<file path="src/rtl/bip_pkg.sv">
// Shared definitions for the BIP program loader.
//   - Default geometry of the BIP instruction / program memory.
//   - HLT opcode, loader state encoding, error codes.
//   - BYTES_PER_WORD and a helper to derive it for other geometries.
// Optional feature macro: BIP_LOADER_CHECKSUM_EN (adds the CHECK state).
package bip_pkg;

  localparam int NB_INSTRUCTION_DEF = 16;
  localparam int NB_ADDR_DEF        = 11;
  localparam int NB_OPCODE_DEF      = 5;
  localparam int NB_BYTE_DEF        = 8;

  localparam logic [4:0] OPC_HLT = 5'b00000;

  localparam int BYTES_PER_WORD = NB_INSTRUCTION_DEF / NB_BYTE_DEF;

  function automatic int bytes_per_word(input int nb_instr, input int nb_byte);
    return nb_instr / nb_byte;
  endfunction

  typedef enum logic [2:0] {
    IDLE  = 3'd0,
    LOAD  = 3'd1,
    WRITE = 3'd2,
`ifdef BIP_LOADER_CHECKSUM_EN
    CHECK = 3'd3,
`endif
    DONE  = 3'd4,
    ERROR = 3'd5
  } loader_state_t;

  localparam logic [1:0] ERR_NONE     = 2'b00;
  localparam logic [1:0] ERR_OVERFLOW = 2'b01;
  localparam logic [1:0] ERR_CHECKSUM = 2'b10;

endpackage

</file>
<file path="src/rtl/bip_program_loader_if.sv">
// Byte-stream input and program-memory write port of the loader.
//   rx_data/rx_valid/rx_ready : byte stream, transfer on valid && ready
//   mem_wr_enable/addr/data   : one-cycle write strobe per packed word
// master = loader side, slave = environment (UART RX + program memory).
interface bip_program_loader_if #(
  parameter int NB_INSTRUCTION = 16,
  parameter int NB_ADDR        = 11,
  parameter int NB_BYTE        = 8
);
  logic [NB_BYTE-1:0]        rx_data;
  logic                      rx_valid;
  logic                      rx_ready;
  logic                      mem_wr_enable;
  logic [NB_ADDR-1:0]        mem_addr;
  logic [NB_INSTRUCTION-1:0] mem_data;

  modport master (
    input  rx_data, rx_valid,
    output rx_ready, mem_wr_enable, mem_addr, mem_data
  );

  modport slave (
    output rx_data, rx_valid,
    input  rx_ready, mem_wr_enable, mem_addr, mem_data
  );
endinterface

</file>
<file path="src/rtl/bip_loader_word_packer.sv">
// Packs a byte stream little-endian into NB_INSTRUCTION-bit words.
//   i_clock, i_reset : clock, synchronous active-high reset
//   i_clear          : restart packing at lane 0 (new load)
//   i_byte_valid     : i_byte is accepted this cycle
//   i_byte           : incoming byte
//   o_word           : packed word (complete the cycle after o_word_done)
//   o_word_done      : the byte accepted this cycle fills the last lane
module bip_loader_word_packer
  import bip_pkg::*;
#(
  parameter int NB_INSTRUCTION = 16,
  parameter int NB_BYTE        = 8
) (
  input  logic                      i_clock,
  input  logic                      i_reset,
  input  logic                      i_clear,
  input  logic                      i_byte_valid,
  input  logic [NB_BYTE-1:0]        i_byte,
  output logic [NB_INSTRUCTION-1:0] o_word,
  output logic                      o_word_done
);
  localparam int BPW   = bytes_per_word(NB_INSTRUCTION, NB_BYTE);
  localparam int IDX_W = (BPW > 1) ? $clog2(BPW) : 1;
  localparam logic [IDX_W-1:0] LAST_IDX = IDX_W'(BPW - 1);

  logic [IDX_W-1:0]          r_idx;
  logic [NB_INSTRUCTION-1:0] r_word;
  logic                      w_last;

  assign w_last      = (r_idx == LAST_IDX);
  assign o_word_done = i_byte_valid && w_last;
  assign o_word      = r_word;

  always_ff @(posedge i_clock) begin
    if (i_reset || i_clear) begin
      r_idx  <= '0;
      r_word <= '0;
    end else if (i_byte_valid) begin
      // first byte of a word lands in the LSB lane
      for (int i = 0; i < BPW; i++)
        if (r_idx == IDX_W'(i)) r_word[i*NB_BYTE +: NB_BYTE] <= i_byte;
      r_idx <= w_last ? '0 : r_idx + 1'b1;
    end
  end
endmodule

</file>
<file path="src/rtl/bip_program_loader.sv">
// BIP program loader: fills program memory from a UART byte stream and
// holds the CPU in reset until a HLT word has been stored.
//   i_clock, i_reset : sole clock, synchronous active-high reset
//   i_start          : one-cycle pulse, starts (or restarts) a load at addr 0
//   bus (master)     : rx byte stream in, program-memory write port out
//   o_cpu_reset      : high in every state except DONE
//   o_done           : program loaded, CPU released
//   o_error          : 00 none, 01 address overflow, 10 checksum
//   o_word_count     : words written in the current load (HLT included)
// Optional macro BIP_LOADER_CHECKSUM_EN: after the HLT write, one extra byte
// is accepted and compared against the XOR of every program byte.
module bip_program_loader
  import bip_pkg::*;
#(
  parameter int NB_INSTRUCTION = 16,
  parameter int NB_ADDR        = 11,
  parameter int NB_OPCODE      = 5,
  parameter int NB_BYTE        = 8
) (
  input  logic                 i_clock,
  input  logic                 i_reset,
  input  logic                 i_start,
  bip_program_loader_if.master bus,
  output logic                 o_cpu_reset,
  output logic                 o_done,
  output logic [1:0]           o_error,
  output logic [NB_ADDR:0]     o_word_count
);
  localparam logic [NB_OPCODE-1:0] W_OPC_HLT = NB_OPCODE'(OPC_HLT);

  loader_state_t             r_state, w_next;
  logic [NB_ADDR-1:0]        r_addr;
  logic [NB_ADDR:0]          r_count;
  logic [1:0]                r_error;

  logic                      w_rx_ready;
  logic                      w_wr_en;
  logic                      w_start_load;
  logic                      w_addr_inc;
  logic                      w_count_inc;
  logic                      w_err_set;
  logic [1:0]                w_err_code;
  logic                      w_load_fire;
  logic                      w_word_done;
  logic [NB_INSTRUCTION-1:0] w_word;
  logic                      w_is_hlt;
  logic                      w_addr_max;

  // Decoded from state rather than rx_ready to keep the ready path
  // free of combinational feedback.
  assign w_load_fire = bus.rx_valid && (r_state == LOAD);
  assign w_is_hlt    = (w_word[NB_INSTRUCTION-1 -: NB_OPCODE] == W_OPC_HLT);
  assign w_addr_max  = (r_addr == {NB_ADDR{1'b1}});

  bip_loader_word_packer #(
    .NB_INSTRUCTION (NB_INSTRUCTION),
    .NB_BYTE        (NB_BYTE)
  ) u_packer (
    .i_clock      (i_clock),
    .i_reset      (i_reset),
    .i_clear      (w_start_load),
    .i_byte_valid (w_load_fire),
    .i_byte       (bus.rx_data),
    .o_word       (w_word),
    .o_word_done  (w_word_done)
  );

`ifdef BIP_LOADER_CHECKSUM_EN
  logic [NB_BYTE-1:0] r_xor;
  logic               w_csum_ok;
  assign w_csum_ok = (bus.rx_data == r_xor);
`endif

  always_ff @(posedge i_clock) begin
    if (i_reset) r_state <= IDLE;
    else         r_state <= w_next;
  end

  always_comb begin
    w_next       = r_state;
    w_rx_ready   = 1'b0;
    w_wr_en      = 1'b0;
    w_start_load = 1'b0;
    w_addr_inc   = 1'b0;
    w_count_inc  = 1'b0;
    w_err_set    = 1'b0;
    w_err_code   = ERR_NONE;
    case (r_state)
      IDLE, DONE, ERROR: begin
        if (i_start) begin
          w_start_load = 1'b1;
          w_next       = LOAD;
        end
      end
      LOAD: begin
        w_rx_ready = 1'b1;
        if (w_word_done) w_next = WRITE;
      end
      WRITE: begin
        w_wr_en     = 1'b1;
        w_count_inc = 1'b1;
        if (w_is_hlt) begin
`ifdef BIP_LOADER_CHECKSUM_EN
          w_next = CHECK;
`else
          w_next = DONE;
`endif
        end else if (w_addr_max) begin
          w_err_set  = 1'b1;
          w_err_code = ERR_OVERFLOW;
          w_next     = ERROR;
        end else begin
          w_addr_inc = 1'b1;
          w_next     = LOAD;
        end
      end
`ifdef BIP_LOADER_CHECKSUM_EN
      CHECK: begin
        w_rx_ready = 1'b1;
        if (bus.rx_valid) begin
          if (w_csum_ok) begin
            w_next = DONE;
          end else begin
            w_err_set  = 1'b1;
            w_err_code = ERR_CHECKSUM;
            w_next     = ERROR;
          end
        end
      end
`endif
      default: w_next = IDLE;
    endcase
  end

  always_ff @(posedge i_clock) begin
    if (i_reset) begin
      r_addr  <= '0;
      r_count <= '0;
      r_error <= ERR_NONE;
    end else if (w_start_load) begin
      r_addr  <= '0;
      r_count <= '0;
      r_error <= ERR_NONE;
    end else begin
      if (w_addr_inc)  r_addr  <= r_addr + 1'b1;
      if (w_count_inc) r_count <= r_count + 1'b1;
      if (w_err_set)   r_error <= w_err_code;
    end
  end

`ifdef BIP_LOADER_CHECKSUM_EN
  // Running XOR of program bytes only; the checksum byte itself is excluded.
  always_ff @(posedge i_clock) begin
    if (i_reset || w_start_load) r_xor <= '0;
    else if (w_load_fire)        r_xor <= r_xor ^ bus.rx_data;
  end
`endif

  assign bus.rx_ready      = w_rx_ready;
  assign bus.mem_wr_enable = w_wr_en;
  assign bus.mem_addr      = r_addr;
  assign bus.mem_data      = w_word;
  assign o_cpu_reset       = (r_state != DONE);
  assign o_done            = (r_state == DONE);
  assign o_error           = r_error;
  assign o_word_count      = r_count;
endmodule
</file>
<file path="src/flat_wrapper.sv">
// flat-port wrapper written by rule: the top's interface ports become plain ports
module bip_program_loader_flat import bip_pkg::*;
#(
  parameter int NB_INSTRUCTION = 16,
  parameter int NB_ADDR        = 11,
  parameter int NB_OPCODE      = 5,
  parameter int NB_BYTE        = 8
)
  (i_clock, i_reset, i_start, o_cpu_reset, o_done, o_error, o_word_count, bus_rx_data, bus_rx_valid, bus_rx_ready, bus_mem_wr_enable, bus_mem_addr, bus_mem_data);
  bip_program_loader_if #(.NB_INSTRUCTION(NB_INSTRUCTION), .NB_ADDR(NB_ADDR), .NB_BYTE(NB_BYTE)) bus_i ();
  input  logic i_clock;
  input  logic i_reset;
  input  logic i_start;
  output logic o_cpu_reset;
  output logic o_done;
  output logic [1:0] o_error;
  output logic [NB_ADDR:0] o_word_count;
  input wire logic [$bits(bus_i.rx_data)-1:0] bus_rx_data;
  input wire logic [$bits(bus_i.rx_valid)-1:0] bus_rx_valid;
  output wire logic [$bits(bus_i.rx_ready)-1:0] bus_rx_ready;
  output wire logic [$bits(bus_i.mem_wr_enable)-1:0] bus_mem_wr_enable;
  output wire logic [$bits(bus_i.mem_addr)-1:0] bus_mem_addr;
  output wire logic [$bits(bus_i.mem_data)-1:0] bus_mem_data;
  assign bus_i.rx_data = bus_rx_data;
  assign bus_i.rx_valid = bus_rx_valid;
  assign bus_rx_ready = bus_i.rx_ready;
  assign bus_mem_wr_enable = bus_i.mem_wr_enable;
  assign bus_mem_addr = bus_i.mem_addr;
  assign bus_mem_data = bus_i.mem_data;
  bip_program_loader #(.NB_INSTRUCTION(NB_INSTRUCTION), .NB_ADDR(NB_ADDR), .NB_OPCODE(NB_OPCODE), .NB_BYTE(NB_BYTE)) u_core (.i_clock(i_clock), .i_reset(i_reset), .i_start(i_start), .bus(bus_i), .o_cpu_reset(o_cpu_reset), .o_done(o_done), .o_error(o_error), .o_word_count(o_word_count));
endmodule
</file>
<file path="config.mk">
export PLATFORM = sky130hd
export DESIGN_NAME = bip_program_loader_flat
export DESIGN_NICKNAME = d
export VERILOG_FILES = /design/src/rtl/bip_pkg.sv /design/src/rtl/bip_program_loader_if.sv /design/src/rtl/bip_loader_word_packer.sv /design/src/rtl/bip_program_loader.sv /design/src/flat_wrapper.sv
export SDC_FILE = /design/constraint.sdc
export NUM_CORES = 1
export LEC_CHECK = 0
export CORE_UTILIZATION = 42
export CTS_CLUSTER_DIAMETER = 30
export DETAILED_ROUTE_END_ITERATION = 8
export PLACE_DENSITY = 0.75
export RECOVER_POWER = 50
export SYNTH_ARGS = -nofsm -noshare
export SYNTH_HDL_FRONTEND = slang
export SYNTH_SLANG_ARGS = --single-unit
export TNS_END_PERCENT = 1
</file>
<file path="constraint.sdc">
create_clock -name i_clock -period 1.8 [get_ports i_clock]
set_input_delay 0.18 -clock i_clock [delete_from_list [all_inputs] [get_ports i_clock]]
set_output_delay 0.18 -clock i_clock [all_outputs]
set_load 0.1 [all_outputs]
</file>
# Word-level counts from Yosys, hierarchy flattened
# Cells that the tools add are included.
dict set report totals {
  input_bits 12
  ff_bits 45
}
dict set report op_classes {
  bitwise_logic 1
  reduce_logical 10
  n_addsub 3
  eq_ne 8
  n_mux 19
}
# cell n
set ops {}
lappend ops {{12-bit by 1-bit adder with 12-bit output, second input constant} 1}
lappend ops {{1-bit 2-to-1 mux} 12}
lappend ops {{3-bit 2-to-1 mux} 4}
lappend ops {{11-bit by 1-bit adder with 11-bit output, second input constant} 1}
lappend ops {{11-bit == test, second input constant} 1}
lappend ops {{3-bit case mux with 3 select lines} 1}
lappend ops {{3-bit == test, second input constant} 2}
lappend ops {{2-bit AND reduction} 3}
lappend ops {{5-bit logical NOT} 1}
lappend ops {{2-bit 2-to-1 mux} 2}
lappend ops {{2-bit inequality test, second input constant} 2}
lappend ops {{3-bit by 1-bit == test with 1-bit output, second input constant} 1}
lappend ops {{3-bit by 2-bit == test with 1-bit output, second input constant} 1}
lappend ops {{3-bit logical NOT} 1}
lappend ops {{3-bit inequality test, second input constant} 1}
lappend ops {{3-bit OR reduction} 1}
lappend ops {{1-bit logical AND} 2}
lappend ops {{2-bit OR reduction} 1}
lappend ops {{1-bit adder, second input constant} 1}
lappend ops {{1-bit logical OR} 1}
lappend ops {{1-bit inverter} 1}

# Depth between registers and ports, before layout
dict set report depth {
  depth_word 5
  ltp_mapped 7
  ltp_nobuf 5
}

# Hierarchy
# From an unflattened synthesis, not the netlist that was laid out.
dict set report unflattened {
  cells_unflattened 233
  hier_area_um2 2006.9
}
# module cells_per_inst seq_area_each_um2 n_inst area_each_um2
set modules_own_cells {}
lappend modules_own_cells {bip_program_loader 155 540.5 1 1327.5}
lappend modules_own_cells {bip_loader_word_packer 78 340.3 1 679.4}

# Least setup slack after synthesis
# Ideal clock, no wire load.
dict set report synth_path {
  path_type {reg2reg}
  startpoint {register u_core.r_state[2]}
  endpoint {register u_core.u_packer.r_word[0] (netlist: u_core.u_packer.o_word[0])}
  t_arrival_ns 3.579
  slack_ns -1.906
  path_stages_with_launch 7
  setup_time_ns 0.128
  period_less_slack_ns 3.706
  n_path_buf 2
  path_cell_list {dfxtp_1 clkbuf_1 nor3b_1 and3b_1 buf_2 mux2i_1 nor2_1}
}
dict set report synth_via {
  elab_chain_cells 4
}
# item line
set synth_lines {}
lappend synth_lines {{from (decl)} bip_program_loader.sv:31} ;# loader_state_t r_state, w_next;
lappend synth_lines {{from (signal assigned)} bip_program_loader.sv:76} ;# else r_state <= w_next;
lappend synth_lines {{3-bit == test or 3-bit logical NOT (tied branches)} bip_program_loader.sv:88} ;# case (r_state)
lappend synth_lines {{3-bit OR reduction} bip_program_loader.sv:88}
lappend synth_lines {{1-bit 2-to-1 mux} bip_program_loader.sv:88}
lappend synth_lines {{1-bit logical OR} bip_loader_word_packer.sv:35} ;# if (i_reset || i_clear) begin
lappend synth_lines {{to (signal, indexed assignment)} bip_loader_word_packer.sv:41} ;# if (r_idx == IDX_W'(i)) r_word[i*NB_BYTE +: NB_BYTE] <= i_byte;
lappend synth_lines {{to (decl)} bip_loader_word_packer.sv:27} ;# logic [NB_INSTRUCTION-1:0] r_word;
# Parallel ways exist; a longest one is shown, timed or not.
# A chain may end at the register's enable or synchronous reset.

# Worst setup path after layout
dict set report layout_path {
  startpoint {register u_core.r_state[2]}
  endpoint {output o_done}
}
dict set report layout_via {
  elab_chain_cells 1
}
# item line
set layout_lines {}
lappend layout_lines {{3-bit == test} bip_program_loader.sv:164} ;# assign o_done = (r_state == DONE);
lappend layout_lines {{to (decl)} flat_wrapper.sv:15} ;# output logic o_done;
# No other way between the ends.

==> impl_metrics.toml <==
[logic_synthesis]
synthFlopType = "dfxtp_1"
synth_top_family_by_area = "simple AND/OR/NAND/NOR gates"
synth-simple-area-share_pct = 24.1
ys_ff_latch = 44
synth_xor_area_share_pct = 3.19
ys_warn_count = 0
syn_area_um2 = 1920
synth_compound_area_share_pct = 13.5
syn_inst = 207
ys_seq_area_share_pct = 45.8
syn-num-nets = 221
synth-edff-count = 0
synth-adder-area-share_pct = 1.30
yosys-mux-area-fraction_pct = 8.85
syn_area_per_cell_um2 = 9.29
async_flop_share_pct = 0
synth_cell_types = 43

[sta]
rsz0062_at_grt = "false"
finalHoldViolations = 0
finClkSkew_ps = 5.70
fmax_mhz = 601
fin_crit_ps = 1670
setup_viol_count_final = 0
maxSlewHeadroom_pct = 63.3
whs_ps = 493
fin_ws_ps = 135
tns_ps = 0
layout_worst_path_cycle_share_pct = 92.5
tightest_slew_ps = 552
maxSlewViolCount = 0

[pwr]
p_total_mw = 1.94
intPower_mw = 1.46
p_sw_share_pct = 24.8
combPwrFrac_pct = 9.4
seqPwrFrac_pct = 50.8
ir_drop_v = 0.000538
powerDensity_nw_per_um2 = 748
pwr-share-clk_pct = 39.8
p_leak_nw = 1.03
net-switching-power_mw = 0.481

[setup_path]
cp-end-kind = "primary output"
slowest_delay_ps = 410
crit_slowest_cell = "or3b_4"
cp.required_ps = 1620
worstPathCellList = "buf_4 > or3b_4 > inv_2 > buf_12"
criticalPathCategory = "reg2out"
arrival_ps = 1490
critPathMaxFanout = 6
worstSetupStartpointType = "flip-flop"

[route]
via_count = 1741
drtIter0Drc = 92
routed.top_layer = "met4"
wl_met2_um = 1990
wl_per_cell_um = 13.1
drt-total-wl_um = 4310
ant_nets = 0
post-route-drc-count = 0
via_per_inst = 5.31
route.met3.wl_um = 204
m1WireLength_um = 2080
dr.pass1.iters = 6

[cts]
insertion_delay_ps = 300
cts_setup_buffers = 0
cts-buffers-inserted = 5
cts_tree = "built"
clk_pin_slew_ps = 90
cts_buffer_depth = 2
numClockSinks = 44
htreeDepth = 2
root_buffer = "clkbuf_8"

[cells_and_area]
multi_input_area_um2 = 1000
area_delta_synth_final_pct = 35.1
seqCellArea_um2 = 887
fillers = 414
antennaDiodeCount = 0
final_net_count = 289
final_util_pct = 59.2
drive_gt1_share_pct = 29.7

[placed_design]
finalWeightedCongestion = 0.765
place_ws_ps = 72.6
hpwl_um = 3200
io_buffers = 55

[grt]
grt_pass1_wl_um = 7070
grt_usage_pct = 17.8
grt_pass1_vias = 1549
grt_antenna_before_repair = 0
grt_overflow = 0
grt_max_degree = 19

[floorplanning]
start_util_pct = 43.9
fp.coreArea_um2 = 4380
rows = 24
chipHeight_um = 69.7
die_w_um = 69.7
ios = 57
die_area_um2 = 4850

[flow_run]
maxCapViolations = 0

[outcome]
outcome = "complete, no violations"

[hold_path]
hp-class = "reg2reg"
kinds of logic after synthesis:
family	after synthesis
simple gates	82
compound gates	40
fa+ha+maj	2
flops	44
xor+xnor	7
other cells	1
mux	17
buf+inv	14
state kept, by name, indices dropped and copies added (netlist names):
| register | flops |
|---|---|
| u_core.o_error | 1 |
| u_core.u_packer.r_idx | 1 |
| u_core.bus.mem_addr | 11 |
| u_core.r_state | 3 |
| u_core.u_packer.o_word | 16 |
| u_core.o_word_count | 12 |
path summary, 6_finish.rpt:
kind                                         startpoint                 endpoint  slack, ps  cells past startpoint
worst max-delay path                  u_core.r_state[2]                   o_done        130                      4
worst min-delay path            u_core.o_word_count[11]  u_core.o_word_count[11]        490                      2
worst max register to register   u_core.bus.mem_addr[0]   u_core.bus.mem_addr[7]        140                      5
worst min register to register  u_core.o_word_count[11]  u_core.o_word_count[11]        490                      2
layer usage:
metal	up-vias	GRT usage (%)
li1	888	-
met1	809	23.2
met2	40	28.3
met3	4	5.23
met4	0	6.22
met5	-	0
synth_stat cells (2+ instances only):
cell type | number | area (µm²)
a21oi_1 | 14 | 70.1
nand4_1 | 4 | 25.0
o21a_1 | 2 | 15.0
a31oi_1 | 2 | 12.5
nor2b_1 | 2 | 12.5
mux2i_1 | 17 | 170
o31ai_1 | 7 | 52.6
and4_1 | 4 | 35.0
nand3_1 | 6 | 30.0
nand2_1 | 9 | 33.8
clkbuf_1 | 6 | 22.5
or3b_2 | 2 | 17.5
buf_2 | 3 | 15.0
dfxtp_1 | 44 | 881
o311ai_0 | 2 | 17.5
or3_1 | 3 | 18.8
ha_1 | 2 | 25.0
o41ai_1 | 2 | 17.5
inv_1 | 3 | 11.3
o21ai_0 | 5 | 25.0
nor2_1 | 29 | 109
and2_1 | 5 | 31.3
or4_1 | 9 | 67.6
xor2_1 | 6 | 52.6
repair_timing:
item / CTS / global route
resized for setup: 2 / 5
setup endpoints to repair: 1 / 6
pin swaps: 0 / 0
hold buffers: 0 / 0
layout by cell type, fill, tap and decap left out, types with 6 or more instances in the layout:
cell type and n:
nand3_1 6, mux2i_1 17, nor2_1 29, clkdlybuf4s50_1 11, nand2_1 9, or4_1 9
a21oi_1 14, buf_4 16, o31ai_1 7, clkbuf_2 40, dfxtp_1 39, xor2_1 6
area by class of cell:
type	count	area share, %
Inverter	3	0.434
Clock inverter	3	1.78
Clock buffer	5	2.65
Tap cell	52	2.50
Multi-Input combinational cell	149	38.7
Timing Repair Buffer	72	19.8
Sequential cell	44	34.2
worst max-delay path, delay by kind of cell, from the launching register on:
kind | cells | cell delay [ps]
flip-flops | 1 | 380
buffers and inverters | 3 | 410
AND/OR/NAND/NOR | 1 | 410
through the flow:
step / instances / cell area [µm²]
finish: 328 / 2600
global route: 328 / 2600
CTS: 328 / 2720
detailed placement: 320 / 2600
global placement: 320 / 2600
floorplan: 207 / 1950
power by group through the flow:
stage,logic [mW],registers (mW),clock network [mW]
detailed placement,0.187,1.01,0
finish,0.183,0.988,0.773
global placement,0.187,1.01,0
floorplan,0.0776,1.05,0
global route,0.192,0.990,0.840
CTS,0.188,0.988,0.785
No activity file was read; power rests on OpenSTA's default activity.
